### src/rtl/xi_proj_cal.sv
// Real projections xI_k = Re(sum_t coef_k,t * y_t) >>> DIV_SHIFT over one latched channel block.
// Streams one rounded, saturated result per symbol, then pulses done.
module xi_proj_cal #(
  parameter int W         = 16,
  parameter int FRAC      = 8,
  parameter int N_ELEM    = 4,
  parameter int N_COL     = 2,
  parameter int N_SYM     = 4,
  parameter int DIV_SHIFT = 1,
  localparam int N_TERMS  = N_COL * N_ELEM,
  localparam int KW       = (N_SYM > 1) ? $clog2(N_SYM) : 1
) (
  input  logic                         clk,
  input  logic                         rstn,
  input  logic                         start,
  input  logic                         abort,
  input  logic [N_TERMS*W-1:0]         col_r,
  input  logic [N_TERMS*W-1:0]         col_i,
  input  logic [3*N_TERMS*N_SYM-1:0]   coef,
  output logic                         busy,
  output logic [W-1:0]                 xi_out,
  output logic                         xi_valid,
  output logic [KW-1:0]                xi_idx,
  output logic                         done
);

  localparam int TW = (N_TERMS > 1) ? $clog2(N_TERMS) : 1;
  localparam int AW = W + $clog2(N_TERMS) + 1;
  localparam logic [TW-1:0] T_LAST = TW'(N_TERMS - 1);
  localparam logic [KW-1:0] K_LAST = KW'(N_SYM - 1);
  localparam logic signed [AW:0] RND    = (AW+1)'((1 << DIV_SHIFT) >> 1);
  localparam logic signed [AW:0] SAT_HI = (AW+1)'((2 ** (W-1)) - 1);
  localparam logic signed [AW:0] SAT_LO = (AW+1)'(-(2 ** (W-1)));

  if (FRAC > W) begin : g_frac_range
    $error("FRAC must not exceed W");
  end

  typedef enum logic [1:0] {S_IDLE, S_ACC, S_OUT, S_DONE} state_t;

  state_t state_q, state_d;

  logic [N_TERMS*W-1:0]       col_r_q, col_i_q;
  logic [3*N_TERMS*N_SYM-1:0] coef_q;
  logic signed [AW-1:0]       acc_q, acc_d;
  logic [TW-1:0]              t_q, t_d;
  logic [KW-1:0]              k_q, k_d;
  logic [W-1:0]               xi_out_q, xi_out_d;
  logic [KW-1:0]              xi_idx_q, xi_idx_d;
  logic                       xi_valid_q, xi_valid_d;
  logic                       done_q, done_d;
  logic                       load;

  logic signed [W-1:0]  y_r, y_i;
  logic [2:0]           code;
  logic signed [AW-1:0] yr_ext, yi_ext, contrib;
  logic signed [AW:0]   acc_sum, acc_sh;
  logic [W-1:0]         xi_sat;

  // State register
  always_ff @(posedge clk or negedge rstn) begin
    if (!rstn) state_q <= S_IDLE;
    else       state_q <= state_d;
  end

  // Next-state logic; abort overrides every transition
  always_comb begin
    state_d = state_q;
    if (abort) begin
      state_d = S_IDLE;
    end else begin
      case (state_q)
        S_IDLE:  if (start) state_d = S_ACC;
        S_ACC:   if (t_q == T_LAST) state_d = S_OUT;
        S_OUT:   state_d = (k_q == K_LAST) ? S_DONE : S_ACC;
        S_DONE:  state_d = S_IDLE;
        default: state_d = S_IDLE;
      endcase
    end
  end

  // Output logic
  always_comb begin
    busy     = (state_q != S_IDLE);
    xi_out   = xi_out_q;
    xi_idx   = xi_idx_q;
    xi_valid = xi_valid_q;
    done     = done_q;
  end

  // Term selection and signed contribution
  always_comb begin
    y_r    = col_r_q[int'(t_q)*W +: W];
    y_i    = col_i_q[int'(t_q)*W +: W];
    code   = coef_q[(int'(k_q)*N_TERMS + int'(t_q))*3 +: 3];
    yr_ext = {{(AW-W){y_r[W-1]}}, y_r};
    yi_ext = {{(AW-W){y_i[W-1]}}, y_i};
    case (code)
      3'b001:  contrib = yr_ext;
      3'b010:  contrib = -yr_ext;
      3'b011:  contrib = -yi_ext;
      3'b100:  contrib = yi_ext;
      default: contrib = '0;
    endcase
  end

  // Round half toward +inf, then clamp to the W-bit rails
  always_comb begin
    acc_sum = $signed({acc_q[AW-1], acc_q}) + RND;
    acc_sh  = acc_sum >>> DIV_SHIFT;
    if (acc_sh > SAT_HI)      xi_sat = SAT_HI[W-1:0];
    else if (acc_sh < SAT_LO) xi_sat = SAT_LO[W-1:0];
    else                      xi_sat = acc_sh[W-1:0];
  end

  always_comb begin
    acc_d      = acc_q;
    t_d        = t_q;
    k_d        = k_q;
    xi_out_d   = xi_out_q;
    xi_idx_d   = xi_idx_q;
    xi_valid_d = 1'b0;
    done_d     = 1'b0;
    load       = 1'b0;
    if (abort) begin
      acc_d = '0;
      t_d   = '0;
      k_d   = '0;
    end else begin
      case (state_q)
        S_IDLE: begin
          if (start) begin
            load  = 1'b1;
            acc_d = '0;
            t_d   = '0;
            k_d   = '0;
          end
        end
        S_ACC: begin
          acc_d = acc_q + contrib;
          t_d   = (t_q == T_LAST) ? '0 : t_q + 1'b1;
        end
        S_OUT: begin
          xi_out_d   = xi_sat;
          xi_idx_d   = k_q;
          xi_valid_d = 1'b1;
          acc_d      = '0;
          t_d        = '0;
          if (k_q != K_LAST) k_d = k_q + 1'b1;
        end
        S_DONE:  done_d = 1'b1;
        default: ;
      endcase
    end
  end

  always_ff @(posedge clk or negedge rstn) begin
    if (!rstn) begin
      col_r_q    <= '0;
      col_i_q    <= '0;
      coef_q     <= '0;
      acc_q      <= '0;
      t_q        <= '0;
      k_q        <= '0;
      xi_out_q   <= '0;
      xi_idx_q   <= '0;
      xi_valid_q <= 1'b0;
      done_q     <= 1'b0;
    end else begin
      if (load) begin
        col_r_q <= col_r;
        col_i_q <= col_i;
        coef_q  <= coef;
      end
      acc_q      <= acc_d;
      t_q        <= t_d;
      k_q        <= k_d;
      xi_out_q   <= xi_out_d;
      xi_idx_q   <= xi_idx_d;
      xi_valid_q <= xi_valid_d;
      done_q     <= done_d;
    end
  end

endmodule

### config.mk
export PLATFORM = sky130hd
export DESIGN_NAME = xi_proj_cal
export DESIGN_NICKNAME = d
export VERILOG_FILES = /design/src/rtl/xi_proj_cal.sv
export SDC_FILE = /design/constraint.sdc
export NUM_CORES = 1
export LEC_CHECK = 0
export CORE_MARGIN = 5
export CORE_UTILIZATION = 53
export DETAILED_ROUTE_END_ITERATION = 16
export PLACE_DENSITY = 0.81
export SLEW_MARGIN = 20
export SYNTH_ARGS = -nofsm -noshare
export SYNTH_HDL_FRONTEND = slang
export SYNTH_SLANG_ARGS = --single-unit
export TNS_END_PERCENT = 30
### constraint.sdc
create_clock -name clk -period 6.3 [get_ports clk]
set_input_delay 0.63 -clock clk [delete_from_list [all_inputs] [get_ports clk]]
set_output_delay 0.63 -clock clk [all_outputs]
set_load 0.02 [all_outputs]
==> results of run 1 <==
==> layer usage <==
| metal | GRT usage, % | wire length, um | part of all wire [%] | vias to the layer above |
|---|---|---|---|---|
| li1 | - | - | - | 6516 |
| met1 | 36.35 | 23630 | 41 | 7406 |
| met2 | 43.77 | 28170 | 49 | 484 |
| met3 | 7.624 | 4536 | 7.8 | 97 |
| met4 | 8.357 | 1456 | 2.5 | 14 |
| met5 | 0 | 92 | 0.16 | - |
==> cells in the mapped netlist, types with 9 or more instances <==
cell type	count
a21oi_1	42
a22o_1	11
a22oi_1	11
buf_2	17
buf_6	13
clkbuf_1	56
dfrtp_1	399
ha_1	25
inv_1	22
mux2_2	373
mux2i_1	50
mux4_2	78
nand2_1	56
nand3_1	25
nor2_1	86
nor2b_1	12
nor3_1	15
o21ai_0	37
o221ai_1	9
o22a_1	14
xnor2_1	27
xor2_1	28
==> per-stage QoR <==
step	cell area, um^2	worst slack [ns]	hold slack, ns
2_1_floorplan	20550	0.5347	0.3344
3_3_place_gp	24800	0.6547	0.4841
3_5_place_dp	24800	0.4087	0.4897
4_1_cts	26240	0.3342	0.1231
5_1_grt	26280	0.09316	0.1536
6_report	26280	0.4245	0.1031
==> logic make-up after synthesis <==
kind of cell,after synthesis
AOI/OAI and AO/OA,196
and+or+nand+nor,254
muxes,505
adders and majority gates,26
xor gates and xnor gates,55
DFF,399
buffers and inverters,116
==> layout by cell type (no fill, tap or decap), drive strengths merged, types with 7 or more instances in the layout <==
cell           count
dfrtp            399
clkdlybuf4s50    375
mux2             374
nor2              86
mux4              78
clkbuf            64
nand2             57
mux2i             53
a21oi             42
o21ai             38
buf               34
xor2              28
xnor2             27
nand3             26
ha                25
inv               23
nor3              19
o22a              14
nor2b             12
a22oi             11
a22o              11
o221ai             9
diode              8
o22ai              8
clkinv             8
nor3b              8
nand2b             7
nand4              7
a21o               7
==> final cells by class <==
class                   instances  area share, %
diodes                          8        0.07617
clock buffers                  64          4.861
clock inverters                13         0.6141
inverters                      22         0.3142
multi-input cells            1036          38.11
flip-flops and latches        399          38.04
well taps                     518          2.466
repair buffers                409          15.52
==> state kept, by name (all words and copies together) (netlist names), 2 cells and up <==
register  count
k_q           2
col_r_q     128
t_q           3
xi_idx        2
acc_q        20
state_q       2
xi_out       16
col_i_q     128
coef_q       96
==> worst paths after layout <==
kind                            cells after the start          end  slack, ns        start
max in group asynchronous                           2  col_i_q[72]       4.78         rstn
worst max-delay path                               19    acc_q[19]       0.42       t_q[1]
worst min register to register                      1  col_i_q[75]       0.50  col_i_q[75]
worst min-delay path                                1   coef_q[64]       0.10         rstn
worst max register to register                     19    acc_q[19]       0.42       t_q[1]
min in group clk                                    1  col_i_q[75]       0.50  col_i_q[75]
==> worst reg2reg max path, cell delays in order (launching register included) <==
cell,delay (ns)
dfrtp_4,0.66
buf_12,0.36
buf_4,0.43
mux4_2,0.56
mux2i_1,0.40
o211ai_2,0.26
nor3_2,0.32
nand3_1,0.13
xor2_1,0.16
a211o_1,0.30
o221ai_1,0.14
ha_1,0.36
a21o_1,0.21
a21o_1,0.19
a21oi_1,0.28
o21ai_0,0.17
a211oi_1,0.33
o31ai_1,0.17
a211oi_2,0.25
o21bai_1,0.13
==> power breakdown <==
| part | internal [W] | switching [W] | leakage (nW) | total (W) |
|---|---|---|---|---|
| Sequential | 0.00303 | 0.000335 | 4.77 | 0.00337 |
| Clock | 0.00153 | 0.00104 | 0.709 | 0.00257 |
| Combinational | 0.00104 | 0.000822 | 4.96 | 0.00186 |
| Total | 0.00560 | 0.00220 | 10.4 | 0.00780 |
==> repair_timing <==
item | 4_1_cts | 5_1_grt
hold buffers | 0 | 0
gates resized for setup | 0 | 1
endpoints found under the setup margin | 0 | 1
hold endpoints to repair | 0 | 0
setup buffers | 0 | 1
==> out/qor.json, run 1 <==
{
  "hold_path.class": "input pin to asynchronous set/reset pin",
  "leakage_power_figure_nw": 10.44,
  "clk_pin_slew_worst_setup_hold_paths_ns": 0.07,
  "finalWirelength_um": 57880,
  "io-pin-count": 377,
  "detailedRoute.firstIterationViolations": 959,
  "core_region_area_um2": 38470,
  "post_synth_main_area_contributors": "dfrtp_1 (49%), mux2_2 (20%), mux4_2 (8.6%), mux2i_1 (2.4%), nor2_1 (1.6%)",
  "detail_route.wl_per_cell_um": 23.44,
  "grt_start_max_net_pins": 158,
  "yosysWarnings": 0,
  "finalCriticalPeriod_ns": 5.875,
  "instances_no_fill": 2469,
  "synth_top_area_share_pct": 48.60,
  "synth-adder-area-share_pct": 1.620,
  "start_util_pct": 53.41,
  "synth-simple-area-share_pct": 6.333,
  "design.die.area_um2": 42800,
  "nFillCells": 2737,
  "critical_path_buf_inv_count": 2,
  "grt_pass1_wl_um": 89710,
  "timing.max_cap.violations": 0,
  "rsz_0062_raised_after_global_routing": "false",
  "main_combinational_cell_family_by_area_after_synthesis": "multiplexers",
  "crit_path_max_fanout": 53,
  "synth_area_leader_cell": "dfrtp_1",
  "worst_slew_margin_rel_pct": 35.49,
  "cp.required_ns": 6.81,
  "crit_path_end_kind": "flip-flop",
  "dp.final_hpwl_um": 43890,
  "placedCellCount": 2383,
  "final_net_count": 2293,
  "multi_input_comb_area_um2": 10020,
  "synth_xor_area_share_pct": 2.345,
  "synth-seq-area-share_pct": 48.60,
  "numClockSinks": 399,
  "synth_area_um2": 20550,
  "clockBufferDepth": 3,
  "synth_compound_gate_area_share_pct": 6.607,
  "max_freq_mhz": 170.2,
  "synthMuxAreaShare_pct": 31.75,
  "path_cells": "buf_12 > buf_4 > mux4_2 > mux2i_1 > o211ai_2 > nor3_2 > nand3_1 > xor2_1 > a211o_1 > o221ai_1 > ha_1 > a21o_1 > a21o_1 > a21oi_1 > o21ai_0 > a211oi_1 > o31ai_1 > a211oi_2 > o21bai_1",
  "finalSetupViolCount": 0,
  "width_of_the_die_um": 206.9,
  "max-vdd-ir-drop_v": 0.0002066,
  "clock_insertion_delay_worst_skew_ns": 0.58,
  "post_route_cells_drive_above_1_share_pct": 30.06,
  "clock-root-buffer": "clkbuf_16",
  "synth_ff_type": "dfrtp_1",
  "tritoncts": "done",
  "grt_pass1_vias": 15450,
  "startpoint_type": "flip-flop",
  "pwr_dens_nw_per_um2": 296.9,
  "avgViaCountPerCell": 5.880,
  "synth.lib_cells_used.distinct": 73,
  "setup_tns_ns": 0,
  "cpMostUsedCell": "a21o_1",
  "num_vias": 14520,
  "status": "complete, no violations",
  "drc_errors": 0,
  "yosys_register_bits": 399,
  "floorplan.rows": 72,
  "drt.antenna.violating_nets": 0,
  "height_of_the_die_um": 206.9,
  "synth_async_sr_flop_share_pct": 100.0,
  "timing.final.crit_share_pct": 93.26,
  "detail_route.first_pass.iterations": 5,
  "cts_buffers": 43,
  "area_delta_synth_final_pct": 27.92,
  "syn_inst": 1551,
  "worst_ep_arrival_time_ns": 6.38,
  "slew_viol_final": 0,
  "sequential_cell_area_um2": 9997,
  "tightest_slew_ns": 0.9666,
  "synth_edf_count": 0,
  "fin_total_pwr_w": 0.007802,
  "finish.utilization_pct": 68.32,
  "criticalPathCategory": "flip-flop to flip-flop",
  "grt-ovfl-total": 0,
  "clock-skew-final_ns": 0.03584,
  "antenna_violations_before_repair": 17,
  "cpMaxStageDelayCell": "dfrtp_4",
  "portBuffers": 376,
  "synth.net_count": 1933,
  "syn_area_per_cell_um2": 13.25,
  "htreeDepth": 2,
  "weighted_congestion_at_the_end_of_routability_driven_global_placement": 0.9035,
  "finalHoldViolations": 0,
  "groute.usage.overall_pct": 27.19,
  "critical-path-max-stage-delay_ns": 0.66,
  "critical-path-top-delay-family": "compound AO/OA/AOI/OAI gates"
}
Power figures use the tool's default switching activity.
==> run 2: changes to the inputs <==
--- a/config.mk
+++ b/config.mk
@@ -8,7 +8,7 @@
 export CORE_MARGIN = 5
 export CORE_UTILIZATION = 53
 export DETAILED_ROUTE_END_ITERATION = 16
-export PLACE_DENSITY = 0.81
+export PLACE_DENSITY_LB_ADDON = 0.1
 export SLEW_MARGIN = 20
 export SYNTH_ARGS = -nofsm -noshare
 export SYNTH_HDL_FRONTEND = slang
==> out/qor.json, run 2 (synthesis results as in run 1) <==
{
  "criticalPathCategory": "flip-flop to flip-flop",
  "cp.required_ns": 6.80,
  "detailedRoute.firstIterationViolations": 766,
  "portBuffers": 376,
  "num_vias": 14220,
  "dp.final_hpwl_um": 42300,
  "groute.usage.overall_pct": 26.41,
  "multi_input_comb_area_um2": 10020,
  "leakage_power_figure_nw": 10.43,
  "crit_path_max_fanout": 23,
  "max_freq_mhz": 172.3,
  "clock-root-buffer": "clkbuf_16",
  "grt_pass1_vias": 15200,
  "grt-ovfl-total": 0,
  "finalHoldViolations": 0,
  "weighted_congestion_at_the_end_of_routability_driven_global_placement": 0.8909,
  "pwr_dens_nw_per_um2": 295.4,
  "clockBufferDepth": 3,
  "area_delta_synth_final_pct": 27.82,
  "clock_insertion_delay_worst_skew_ns": 0.58,
  "width_of_the_die_um": 206.9,
  "final_common_cell": "dfrtp_1",
  "finalWirelength_um": 56370,
  "detail_route.first_pass.iterations": 4,
  "status": "complete, no violations",
  "layout.cells.most_common_list": "dfrtp_1 (395), clkdlybuf4s50_1 (375), mux2_2 (373)",
  "tritoncts": "done",
  "startpoint_type": "flip-flop",
  "r2r_start": "t_q[2]",
  "placedCellCount": 2380,
  "hold_path.class": "input pin to asynchronous set/reset pin",
  "grt_pass1_wl_um": 87210,
  "design.die.area_um2": 42800,
  "instances_no_fill": 2463,
  "slew_viol_final": 0,
  "numClockSinks": 399,
  "finalCriticalPeriod_ns": 5.804,
  "clk_pin_slew_worst_setup_hold_paths_ns": 0.06,
  "floorplan.rows": 72,
  "fin_total_pwr_w": 0.007758,
  "detail_route.wl_per_cell_um": 22.89,
  "finalSetupViolCount": 0,
  "tightest_slew_ns": 1.079,
  "timing.final.crit_share_pct": 92.12,
  "drc_errors": 0,
  "layout_top_registers": "col_i_q x128, col_r_q x128, coef_q x96",
  "htreeDepth": 2,
  "drt.antenna.violating_nets": 0,
  "rsz_0062_raised_after_global_routing": "false",
  "timing.max_cap.violations": 0,
  "crit_path_end_kind": "flip-flop",
  "cts_buffers": 43,
  "io-pin-count": 377,
  "final_net_count": 2290,
  "post_route_cells_drive_above_1_share_pct": 30.19,
  "setup_tns_ns": 0,
  "worst_slew_margin_rel_pct": 28.01,
  "worst_ep_arrival_time_ns": 6.30,
  "sequential_cell_area_um2": 10000,
  "height_of_the_die_um": 206.9,
  "core_region_area_um2": 38470,
  "worst_setup_path_startpoint": "t_q[2]",
  "antenna_violations_before_repair": 17,
  "whs_ns": 0.03997,
  "start_util_pct": 53.41,
  "nFillCells": 2816,
  "avgViaCountPerCell": 5.773,
  "clock-skew-final_ns": 0.01672,
  "max-vdd-ir-drop_v": 0.0002658,
  "grt_start_max_net_pins": 148
}
==> run 2: cell types whose count changed in the layout (fill, tap and decap cells not counted), moves of 2 or more <==
cell        change
clkbuf_16       -2
clkbuf_1        -5
clkinvlp_4      +2
clkbuf_8        -2
clkinv_2        +3
clkinv_4        +2
diode_2         -4
inv_6           +2
buf_4           -4
==> run 2: worst max-delay path: stages (launching register included) <==
cell       delay, ns
dfrtp_4         0.70
mux4_2          0.57
mux2i_1         0.31
a22oi_1         0.17
o211a_2         0.30
o21ai_0         0.30
nor2b_1         0.10
buf_4           0.20
a21oi_1         0.14
o21ai_0         0.20
ha_1            0.35
a21oi_1         0.07
o21ai_0         0.25
a2111oi_0       0.17
buf_4           0.17
o31ai_1         0.25
a21boi_0        0.49
a211oi_1        0.18
or4_4           0.45
a211oi_2        0.18
o21bai_1        0.13
==> run 2: stage by stage <==
| stage | setup slack (ns) | util [%] | area (um^2) |
|---|---|---|---|
| detailed placement | 0.3642 | 64.45 | 24790 |
| CTS | 0.3427 | 68.17 | 26220 |
| floorplan | 0.5347 | - | 20550 |
| global route | 0.06328 | 68.26 | 26260 |
| global placement | 0.5184 | 64.45 | 24790 |
| finish | 0.4963 | 68.27 | 26260 |
==> run 2: cell type report <==
cell class                 instances  area share [%]
multi-input combinational       1036           38.15
sequential                       399           38.08
timing repair buffer             406           15.49
clock buffer                      55           4.497
tap                              518           2.468
clock inverter                    23          0.9624
inverter                          22          0.3144
antenna                            4         0.03811
==> run 2: power breakdown <==
group / internal, W / total [W] / leakage [nW] / switching [W]
combinational: 0.00103 / 0.00185 / 4.95 / 0.000817
clock: 0.00147 / 0.00255 / 0.702 / 0.00109
sequential: 0.00303 / 0.00335 / 4.77 / 0.000322
total: 0.00553 / 0.00776 / 10.4 / 0.00223
==> run 2: final timing paths <==
path	end	slack, ns	depth (start not counted)
max in group asynchronous	col_r_q[20]	4.97	2
hold / removal	coef_q[18]	0.04	1
setup reg to reg	acc_q[19]	0.50	20
setup / recovery	acc_q[19]	0.50	20
min in group clk	col_i_q[45]	0.50	1
hold reg to reg	col_i_q[45]	0.50	1
==> run 2: repair_timing <==
action | CTS | global route
endpoints found under the setup margin | 0 | 1
gates resized for setup | 0 | 1
buffers inserted | 0 | 1
hold buffers | 0 | 0
==> run 2: metal layers <==
metal	global-route usage, %	up-vias	wire length (um)
met5	0	-	158
li1	-	6499	-
met3	7.358	102	4206
met4	7.790	26	1436
met1	35.30	7173	23710
met2	42.69	420	26860
==> run 3: changes to the inputs <==
--- a/config.mk
+++ b/config.mk
@@ -5,6 +5,7 @@
 export SDC_FILE = /design/constraint.sdc
 export NUM_CORES = 1
 export LEC_CHECK = 0
+export ABC_AREA = 1
 export CORE_MARGIN = 5
 export CORE_UTILIZATION = 53
 export DETAILED_ROUTE_END_ITERATION = 16
==> out/qor.json, run 3 <==
{
  "status": "complete, no violations",
  "io-pin-count": 377,
  "synth.net_count": 2937,
  "max_freq_mhz": 183.6,
  "num_vias": 18530,
  "numClockSinks": 399,
  "drt.antenna.violating_nets": 0,
  "post_synth_main_area_contributors": "dfrtp_1 (48%), mux2_2 (11%), nand2_1 (10%), nor2_1 (7.3%), a21oi_1 (4.7%)",
  "synth-seq-area-share_pct": 47.80,
  "criticalPathCategory": "flip-flop to flip-flop",
  "detailedRoute.firstIterationViolations": 1632,
  "yosys_register_bits": 399,
  "timing.max_cap.violations": 0,
  "groute.usage.overall_pct": 29.00,
  "antenna_violations_before_repair": 1,
  "tritoncts": "done",
  "layout.cells.most_common_list": "nand2_1 (581), nor2_1 (405), dfrtp_1 (396)",
  "clockBufferDepth": 3,
  "cp.required_ns": 6.80,
  "yosysWarnings": 0,
  "post_route_cells_drive_above_1_share_pct": 10.75,
  "core_region_area_um2": 38830,
  "finalCriticalPeriod_ns": 5.447,
  "grt_pass1_vias": 18860,
  "max-vdd-ir-drop_v": 0.0003536,
  "startpoint_type": "flip-flop",
  "cts_buffers": 44,
  "htreeDepth": 2,
  "area_delta_synth_final_pct": 27.00,
  "synth.top_cells.by_count": "nand2_1 (581), nor2_1 (405), dfrtp_1 (399), inv_1 (232), mux2_2 (199)",
  "place_area_um2": 25020,
  "synth_ff_type": "dfrtp_1",
  "width_of_the_die_um": 208.5,
  "final_net_count": 3251,
  "clock_insertion_delay_worst_skew_ns": 0.58,
  "floorplan.rows": 72,
  "clk_pin_slew_worst_setup_hold_paths_ns": 0.06,
  "design.die.area_um2": 43480,
  "slew_viol_final": 0,
  "highest_utilization_routing_layer_at_the_global_route_stage": "met2",
  "drc_errors": 0,
  "hold_path.class": "flip-flop to flip-flop",
  "final_cell_area_um2": 26530,
  "instances_no_fill": 3420,
  "syn_area_per_cell_um2": 8.176,
  "clock-skew-final_ns": 0.01844,
  "start_util_pct": 53.80,
  "dp.final_hpwl_um": 45680,
  "synth_area_leader_cell": "dfrtp_1",
  "crit_path_end_kind": "flip-flop",
  "grt_start_max_net_pins": 221,
  "grt_pass1_wl_um": 102200,
  "pwr_dens_nw_per_um2": 458.3,
  "portBuffers": 376,
  "global_route.usage.met3_pct": 4.925,
  "placedCellCount": 3339,
  "syn_inst": 2555,
  "timing.final.crit_share_pct": 86.46,
  "setup_tns_ns": 0,
  "grt.met2_usage_pct": 47.00,
  "height_of_the_die_um": 208.5,
  "finalWirelength_um": 64250,
  "gr-usage-met1_pct": 40.63,
  "post-synth-top-count-cell": "nand2_1",
  "rsz_0062_raised_after_global_routing": "false",
  "detail_route.wl_per_cell_um": 18.79,
  "leakage_power_figure_nw": 12.48,
  "avgViaCountPerCell": 5.419,
  "postCtsSetupBuffers": 0,
  "finalHoldViolations": 0,
  "synth_area_um2": 20890,
  "fin_total_pwr_w": 0.01216,
  "weighted_congestion_at_the_end_of_routability_driven_global_placement": 0.9704,
  "finalSetupViolCount": 0,
  "synth.lib_cells_used.distinct": 43,
  "whs_ns": 0.4861,
  "synth_edf_count": 0,
  "worst_ep_arrival_time_ns": 5.95,
  "worst_slew_margin_rel_pct": 20.03,
  "clock-root-buffer": "clkbuf_16",
  "synth_async_sr_flop_share_pct": 100.0,
  "layout_top_registers": "col_i_q x128, col_r_q x128, coef_q x96",
  "final_common_cell": "nand2_1",
  "detail_route.first_pass.iterations": 5,
  "tightest_slew_ns": 1.200,
  "grt-ovfl-total": 0,
  "synth_top_area_share_pct": 47.80,
  "crit_path_max_fanout": 220
}
run 3: changes by cell type in the layout (fill, tap and decap cells not counted), moves of 21 or more:
cell / delta
o21ai_0: +32
nand2_1: +525
mux4_2: -78
xnor2_1: -23
inv_1: +210
mux2i_1: -49
nor2_1: +320
a21oi_1: +155
mux2_2: -174
nand3_1: +152
o21ai_1: +21
run 3: report_power, final:
part           internal (W)  total, W  switching (W)
logic               0.00205   0.00542        0.00337
clock network       0.00158   0.00263        0.00104
registers           0.00359   0.00411       0.000520
total               0.00722    0.0122        0.00494
run 3: metrics by stage:
stage	worst slack, ns	util [%]
finish	0.8529	68.32
global route	0.4974	68.32
CTS	0.9693	68.22
detailed placement	1.014	64.44
global placement	1.058	64.44
floorplan	2.553	-
run 3: layout make-up:
type | count | area (um^2)
inverters | 237 | 893.4
fillers | 3132 | 12300
repair buffers | 401 | 4091
well taps | 518 | 648.1
flip-flops and latches | 399 | 9993
clock inverters | 8 | 157.7
clock buffers | 70 | 1309
diodes | 1 | 2.502
multi-input cells | 1786 | 9433
run 3: cell families (layout without fill, tap and decap cells):
kind of cell             after synthesis  count (layout)  synth area share (%)
other                                  0               1                     0
adder cells (fa/ha/maj)               26              26                 1.593
AO/OA/AOI/OAI                        333             333                 8.482
buffers and inverters                370             716                 7.104
flip-flops                           399             399                 47.80
multiplexers                         200             200                 10.78
XOR/XNOR                              26              26                 1.090
AND/OR/NAND/NOR                     1201            1201                 23.16
run 3: timing repair:
action                    in CTS  in global routing
hold endpoints to repair       0                 12
hold buffers                   0                  1
gates resized for setup        0                  0
run 3: worst paths after layout:
check                            from           end  slack, ns  cells past startpoint
max                            t_q[0]     acc_q[15]       0.85                     27
min                        state_q[1]      acc_q[8]       0.49                      1
max reg2reg                    t_q[0]     acc_q[15]       0.85                     27
min reg2reg                state_q[1]      acc_q[8]       0.49                      1
max in group asynchronous        rstn        t_q[1]       4.24                      4
min in group asynchronous        rstn  col_i_q[100]       0.57                      2
run 3: critical path: stages (launching register included):
cell     delay (ns)
dfrtp_4        0.45
buf_12         0.54
nand2_1        0.13
nand3_1        0.14
nand3_1        0.08
nand2_1        0.07
nand2_1        0.06
nand2_1        0.07
nand2_1        0.04
nand2_1        0.12
nand3_2        0.23
inv_1          0.36
nand3_1        0.18
o21ai_1        0.11
a21oi_1        0.05
o21ai_1        0.18
ha_1           0.35
nand2_1        0.13
inv_1          0.07
a21oi_1        0.32
o21ai_0        0.23
a21oi_1        0.34
o21ai_0        0.26
a21oi_1        0.19
inv_1          0.06
a21oi_1        0.11
o21ai_0        0.11
nand2_1        0.06
run 3: routing by layer:
metal | wire length (um) | vias up
li1 | - | 8863
met1 | 28130 | 8929
met2 | 30370 | 643
met3 | 4080 | 99
met4 | 1669 | 0
met5 | 0 | -
